[config.mk]
export PLATFORM = sky130hd
export DESIGN_NAME = uart_rx
export DESIGN_NICKNAME = d
export VERILOG_FILES = /design/src/rtl/uart_rx.sv
export SDC_FILE = /design/constraint.sdc
export NUM_CORES = 1
export LEC_CHECK = 0
export CAP_MARGIN = 30
export CORE_UTILIZATION = 60
export DETAILED_ROUTE_END_ITERATION = 16
export HOLD_SLACK_MARGIN = 0.05
export PLACE_DENSITY = 0.89
export SYNTH_ARGS = -nofsm -noshare
export SYNTH_HDL_FRONTEND = slang
export SYNTH_SLANG_ARGS = --single-unit
[constraint.sdc]
create_clock -name clock -period 6.5 [get_ports clock]
set_input_delay 1.3 -clock clock [delete_from_list [all_inputs] [get_ports clock]]
set_output_delay 1.3 -clock clock [all_outputs]
set_load 0.05 [all_outputs]
[src/rtl/uart_rx.sv]
`default_nettype none
// ============================================================================
// Module  : uart_rx
// Brief   : 8N1 UART receiver with a one-byte holding register, valid/read
//           handshake and sticky overrun / framing error flags.
// Rev     : 1.0  initial release
// ============================================================================
module uart_rx #(
    parameter int SYNC_STAGES = 2,
    parameter int DATA_BITS   = 8,
    parameter int MIN_PERIOD  = 4
) (
    input  logic                 clock,
    input  logic                 reset_n,
    input  logic [15:0]          clock_divider,
    input  logic                 rx,
    input  logic                 read_en,
    input  logic                 clear_errors,
    output logic [DATA_BITS-1:0] data_out,
    output logic                 data_valid,
    output logic                 overrun,
    output logic                 framing_error,
    output logic                 busy
);

    localparam logic [15:0]        c_MIN_PERIOD = 16'(MIN_PERIOD);
    localparam int                 c_IDX_W      = $clog2(DATA_BITS + 1);
    localparam logic [c_IDX_W-1:0] c_LAST_IDX   = c_IDX_W'(DATA_BITS - 1);

    typedef enum logic [2:0] {
        S_IDLE  = 3'd0,
        S_START = 3'd1,
        S_DATA  = 3'd2,
        S_STOP  = 3'd3,
        S_BREAK = 3'd4
    } state_t;

    logic [SYNC_STAGES-1:0] r_sync;
    logic                   r_rx_prev;
    state_t                 r_state;
    logic [15:0]            r_period;
    logic [15:0]            r_cnt;
    logic [c_IDX_W-1:0]     r_bit_idx;
    logic [DATA_BITS-1:0]   r_shift;
    logic [DATA_BITS-1:0]   r_data;
    logic                   r_valid;
    logic                   r_overrun;
    logic                   r_ferr;
    logic                   r_busy;

    logic                   w_rx_s;
    logic                   w_fall;
    logic                   w_sample;
    logic [15:0]            w_period;

    assign w_rx_s   = r_sync[SYNC_STAGES-1];
    assign w_fall   = r_rx_prev & ~w_rx_s;
    assign w_sample = (r_cnt == 16'd0);
    assign w_period = (clock_divider < c_MIN_PERIOD) ? c_MIN_PERIOD : clock_divider;

    // Idle-high reset value keeps a spurious start edge from appearing after reset.
    always_ff @(posedge clock or negedge reset_n) begin
        if (!reset_n) begin
            r_sync    <= '1;
            r_rx_prev <= 1'b1;
        end else begin
            r_sync    <= {r_sync[SYNC_STAGES-2:0], rx};
            r_rx_prev <= w_rx_s;
        end
    end

    always_ff @(posedge clock or negedge reset_n) begin
        if (!reset_n) begin
            r_state   <= S_IDLE;
            r_period  <= 16'd0;
            r_cnt     <= 16'd0;
            r_bit_idx <= '0;
            r_shift   <= '0;
            r_data    <= '0;
            r_valid   <= 1'b0;
            r_overrun <= 1'b0;
            r_ferr    <= 1'b0;
            r_busy    <= 1'b0;
        end else begin
            // Clears come first so a same-cycle set or delivery below wins.
            if (clear_errors) begin
                r_overrun <= 1'b0;
                r_ferr    <= 1'b0;
            end
            if (read_en && r_valid) begin
                r_valid <= 1'b0;
            end

            case (r_state)
                S_IDLE: begin
                    if (w_fall) begin
                        r_period <= w_period;
                        r_cnt    <= (w_period >> 1) - 16'd1;
                        r_state  <= S_START;
                        r_busy   <= 1'b1;
                    end
                end
                S_START: begin
                    if (!w_sample) begin
                        r_cnt <= r_cnt - 16'd1;
                    end else if (!w_rx_s) begin
                        r_cnt     <= r_period - 16'd1;
                        r_bit_idx <= '0;
                        r_state   <= S_DATA;
                    end else begin
                        r_state <= S_IDLE;
                        r_busy  <= 1'b0;
                    end
                end
                S_DATA: begin
                    if (!w_sample) begin
                        r_cnt <= r_cnt - 16'd1;
                    end else begin
                        r_cnt   <= r_period - 16'd1;
                        r_shift <= {w_rx_s, r_shift[DATA_BITS-1:1]};
                        if (r_bit_idx == c_LAST_IDX) begin
                            r_state <= S_STOP;
                        end else begin
                            r_bit_idx <= r_bit_idx + c_IDX_W'(1);
                        end
                    end
                end
                S_STOP: begin
                    if (!w_sample) begin
                        r_cnt <= r_cnt - 16'd1;
                    end else if (w_rx_s) begin
                        if (!r_valid || read_en) begin
                            r_data  <= r_shift;
                            r_valid <= 1'b1;
                        end else begin
                            r_overrun <= 1'b1;
                        end
                        r_state <= S_IDLE;
                        r_busy  <= 1'b0;
                    end else begin
                        r_ferr  <= 1'b1;
                        r_state <= S_BREAK;
                    end
                end
                S_BREAK: begin
                    if (w_rx_s) begin
                        r_state <= S_IDLE;
                        r_busy  <= 1'b0;
                    end
                end
                default: begin
                    r_state <= S_IDLE;
                    r_busy  <= 1'b0;
                end
            endcase
        end
    end

    assign data_out      = r_data;
    assign data_valid    = r_valid;
    assign overrun       = r_overrun;
    assign framing_error = r_ferr;
    assign busy          = r_busy;

endmodule
`default_nettype wire

* Word-level counts from Yosys, hierarchy flattened
Cells that the tools add are included.
Storage, ports and cells: register bits after elaboration 62, logic and storage cells 90, bits of input ports 21, output and inout bits 12
Cells by class: eq/ne operators 16, reductions and logical operators 15, add/sub/neg operators 4, order comparisons 1, mux-type cells 39, bitwise logic cells 3
Operators by type and width (count):
- $mux 16 | 6
- $pmux 16 s4 | 1
- $sub 16x1->16 const B | 2
- $mux 3 | 7
- $ne 2x2->1 const B | 9
- $mux 1 | 17
- $logic_not 16->1 | 1
- $lt 16x3->1 const B | 1
- $mux 4 | 4
- $sub 15x1->16 const B | 1
- $pmux 3 s5 | 1
- $pmux 4 s2 | 1
- $reduce_and 4->1 | 2
- $eq 3x2->1 const B | 2
- $reduce_and 6->1 | 1
- $reduce_and 5->1 | 1
- $add 4x1->4 const B | 1
- $eq 4x3->1 const B | 1
- $pmux 1 s4 | 1
- $reduce_and 2->1 | 2
- $reduce_bool 4->1 | 1
- $eq 3x1->1 const B | 1
- $eq 3x3->1 const B | 1
- $logic_not 3->1 | 1
- other kinds (11) | 12

* Longest topological paths before layout
word-level depth 6, depth in mapped cells 11, gate-level depth less buffers 11

* Worst setup path after synthesis
Ideal clock, no wire load.
path type in2reg, start input port clock_divider[7], end register r_cnt[4], path slack 3.046 ns, required time 6.365 ns, data arrival time 3.319 ns, stages 11, buffers on the path 0, setup time 0.135 ns, path through nor4_2 nand2_1 nor4_1 nand2b_1 ha_1 nor2b_1 nor2b_1 xnor2_1 o22ai_1 a31oi_1 o21ai_0
On the way: cells in the longest elaborated chain, start to end 5
RTL lines:
- start: declaration | RTL line 15 | input logic [15:0] clock_divider,
- $lt 16x3->1 | RTL line 59 | assign w_period = (clock_divider < c_MIN_PERIOD) ? c_MIN_PERIOD : clock_divider;
- $mux 16 | RTL line 59
- $sub 15x1->16 | RTL line 98 | r_cnt <= (w_period >> 1) - 16'd1;
- $mux 16 | RTL line 96 | if (w_fall) begin
- $pmux 16 s4 | RTL line 94 | case (r_state)
- end signal: assignment | RTL line 98
- end signal: assignment | RTL line 105 | r_cnt <= r_cnt - 16'd1;
- end signal: assignment | RTL line 107 | r_cnt <= r_period - 16'd1;
- end: declaration | RTL line 42 | logic [15:0] r_cnt;
Every way passes these cells. The select of a mux whose other input is x is not followed. A chain may end at the register's enable or synchronous reset.

* Worst setup path after layout
start input port clock_divider[7], end register r_cnt[12]
On the way: cells in the longest elaborated chain, start to end 5
RTL lines (RTL line):
- $lt 16x3->1 | 59
- $mux 16 (*) | 59
- $sub 15x1->16 (*) | 98
- $mux 16 (*) | 96
- $pmux 16 s4 (*) | 94
Every way passes the cells marked *; elsewhere a longest branch is shown, timed or not. The select of a mux whose other input is x is not followed.

==> impl_metrics.env <==
export IMPL_status="finished clean"
export IMPL_p_comb_share_pct=39.6
export IMPL_synthFlopType="dfrtp_1"
export IMPL_setup_viol=0
export IMPL_routed_wl_um=10100
export IMPL_power_switching_w=0.000717
export IMPL_mostFrequentLayoutCell="dfrtp_1"
export IMPL_maxCapViolCount=0
export IMPL_ir_drop_uv=320
export IMPL_syn_area_um2=3780
export IMPL_drc_errors=0
export IMPL_worstMarginPinSlew_ps=1030
export IMPL_yosysUniqueCellTypes=57
export IMPL_fp_dieW_um=81.4
export IMPL_min_path_type="flop to flop"
export IMPL_postCtsSetupBuffers=0
export IMPL_synth_edf_count=0
export IMPL_nets=457
export IMPL_htreeDepth=3
export IMPL_path_clk_slew_ps=80
export IMPL_seqPwrFrac_pct=38.6
export IMPL_crit_fanout=7
export IMPL_clk_path_buf_depth=2
export IMPL_io_buffers=32
export IMPL_area_growth_pct=14.1
export IMPL_drtIter0Drc=527
export IMPL_vias_per_cell=6.78
export IMPL_totalNegativeSetupSlack_ps=0
export IMPL_fp_dieH_um=81.4
export IMPL_clkSinkCount=62
export IMPL_required_ps=6720
export IMPL_power_internal_w=0.000992
export IMPL_diodes=0
export IMPL_grtUsageTotal_pct=33.7
export IMPL_ant_nets=0
export IMPL_io_pins=33
export IMPL_crit_type="input pin to flop"
export IMPL_grt_antenna_before_repair=0
export IMPL_ys_ff_latch=62
export IMPL_layout_common_cells="dfrtp_1, o21ai_0, nand2_1"
export IMPL_final_max_slew_viol_count=0
export IMPL_power_density_nw_per_um2=396
export IMPL_start_util_pct=63.1
export IMPL_worstPathArrival_ps=4560
export IMPL_rsz0062_at_grt="no"
export IMPL_fin_crit_ps=4340
export IMPL_globalplace_congestion=0.917
export IMPL_timing_fmax_mhz=230
export IMPL_drtPass1Iterations=8
export IMPL_p_leak_nw=1.74
export IMPL_grt_max_degree=63
export IMPL_drive_above_1_share_pct=14.0
export IMPL_cts_buffers=9
export IMPL_slowest_delay_ps=660
export IMPL_worstSetupEndpointType="flop"
export IMPL_row_count=28
export IMPL_vias=3457
export IMPL_timing_final_crit_share_pct=66.8
export IMPL_grt_pass1_wl_um=16400
export IMPL_hold_buffers=0
export IMPL_insertion_delay_ps=350
export IMPL_maxSlewHeadroom_pct=31.4
export IMPL_cts_root_buffer="clkbuf_8"
export IMPL_detail_route_wl_per_cell_um=19.7
export IMPL_grt_pass1_vias=3324
export IMPL_skew_ps=13.2
export IMPL_start_kind="input pin"
export IMPL_crit_path_cell_trace="clkdlybuf4s50_1 -> nor4_2 -> nand2_1 -> nor4_1 -> nand2b_1 -> ha_1 -> nor2b_1 -> nand4_1 -> xor2_1 -> o22ai_1 -> a31oi_1 -> o21ai_0"
export IMPL_ys_async_sr_fraction_pct=100
export IMPL_switching_share_pct=42.0
export IMPL_clkPwrFrac_pct=21.8
export IMPL_yosysTopAreaCell="dfrtp_1"
export IMPL_die_area_um2=6620
export IMPL_yosys_warnings=0
export IMPL_synth_nets=435
export IMPL_postSynthAreaPerCell_um2=9.26
export IMPL_grt_overflow_total=0
export IMPL_cp_slowest_cell="nor4_2"
export IMPL_core_um2=5990
export IMPL_cts_tree="done"
export IMPL_dp_hpwl_um=6820
export IMPL_hold_viol=0
export IMPL_hold_ws_ps=359
export IMPL_synthDominantCellAreaShare_pct=39.1
export IMPL_synthTopCellsByArea="dfrtp_1, mux2_2, o21ai_0"
export IMPL_synth_cells=408
export IMPL_cts_repair_resized=0
export IMPL_synth_seq_area_share_pct=41.2
-- flip-flops by register name (all words and copies together), names as in the netlist --
name           flops
r_cnt             16
r_period          16
data_out           8
r_shift            8
r_bit_idx          4
r_state            3
r_sync             2
busy               1
data_valid         1
framing_error      1
overrun            1
r_rx_prev          1
-- cell usage after synthesis, types with 3 or more instances --
cell type / count
a211o_1: 3
a21oi_1: 20
a31oi_1: 10
buf_2: 8
clkbuf_1: 13
dfrtp_1: 59
dfstp_2: 3
ha_1: 6
inv_1: 10
mux2_2: 30
mux2i_1: 3
nand2_1: 34
nand2b_1: 5
nand3_1: 15
nand3b_1: 3
nand4_1: 5
nor2_1: 31
nor2b_1: 6
nor3_1: 14
nor3b_1: 3
nor4_1: 9
nor4b_1: 3
o21ai_0: 35
o22ai_1: 9
or4_1: 6
xnor2_1: 17
xor2_1: 12
-- power by group through the flow --
stage	Clock, W	Sequential, W	Combinational, W
6_report	0.000372	0.000659	0.000677
5_1_grt	0.000390	0.000671	0.000742
2_1_floorplan	0	0.000609	0.000518
4_1_cts	0.000374	0.000648	0.000659
3_3_place_gp	0	0.000645	0.000628
3_5_place_dp	0	0.000655	0.000655
-- worst paths after layout --
path	from	to	slack, ps	cells after the start
max in group asynchronous	reset_n	r_period[2]	4840	2
max	clock_divider[7]	r_cnt[12]	2160	12
min reg2reg	r_sync[0]	r_sync[1]	360	0
min in group asynchronous	reset_n	framing_error	1140	2
max reg2reg	r_cnt[0]	r_cnt[12]	3230	8
min	r_sync[0]	r_sync[1]	360	0
-- critical path: cells and delay by family --
family / cells / cell delay [ps]
AO/OA/AOI/OAI: 3 / 450
XOR/XNOR: 1 / 240
adder cells (fa/ha/maj): 1 / 200
buffers and inverters: 1 / 510
AND/OR/NAND/NOR: 6 / 1870
-- logic make-up after synthesis --
family	after synthesis	share of synthesized area [%]
adder cells (fa/ha/maj)	6	1.99
buffers and inverters	33	3.74
AO/OA/AOI/OAI	92	14.4
AND/OR/NAND/NOR	153	22.3
XOR/XNOR	29	6.72
multiplexers	33	9.74
flip-flops	62	41.2
-- through the flow --
stage          setup WS, ps  instance area, um2  power [W]  util (%)  std cells
6_report               2160                4310    0.00171      72.0        510
3_3_place_gp           2230                4100    0.00127      68.4        494
2_1_floorplan          3050                3780    0.00113         -        408
3_5_place_dp           2080                4100    0.00131      68.4        494
5_1_grt                2050                4310    0.00180      72.0        510
4_1_cts                2340                4310    0.00168      72.0        510
-- cell type report --
class                   count  area (um2)
multi-input cells         313        2080
well taps                  75        93.8
clock buffers              10         128
inverters                  10        37.5
flip-flops and latches     62        1560
repair buffers             34         330
clock inverters             6        86.3
fillers                   400        1680
-- routing by layer --
layer,vias to the layer above,global-route usage [%],wire length (um)
met1,1672,45.4,4090
li1,1536,-,-
met4,0,16.6,313
met2,210,51.7,4770
met5,-,0,0
met3,39,6.74,873
Power figures use the tool's default switching activity.
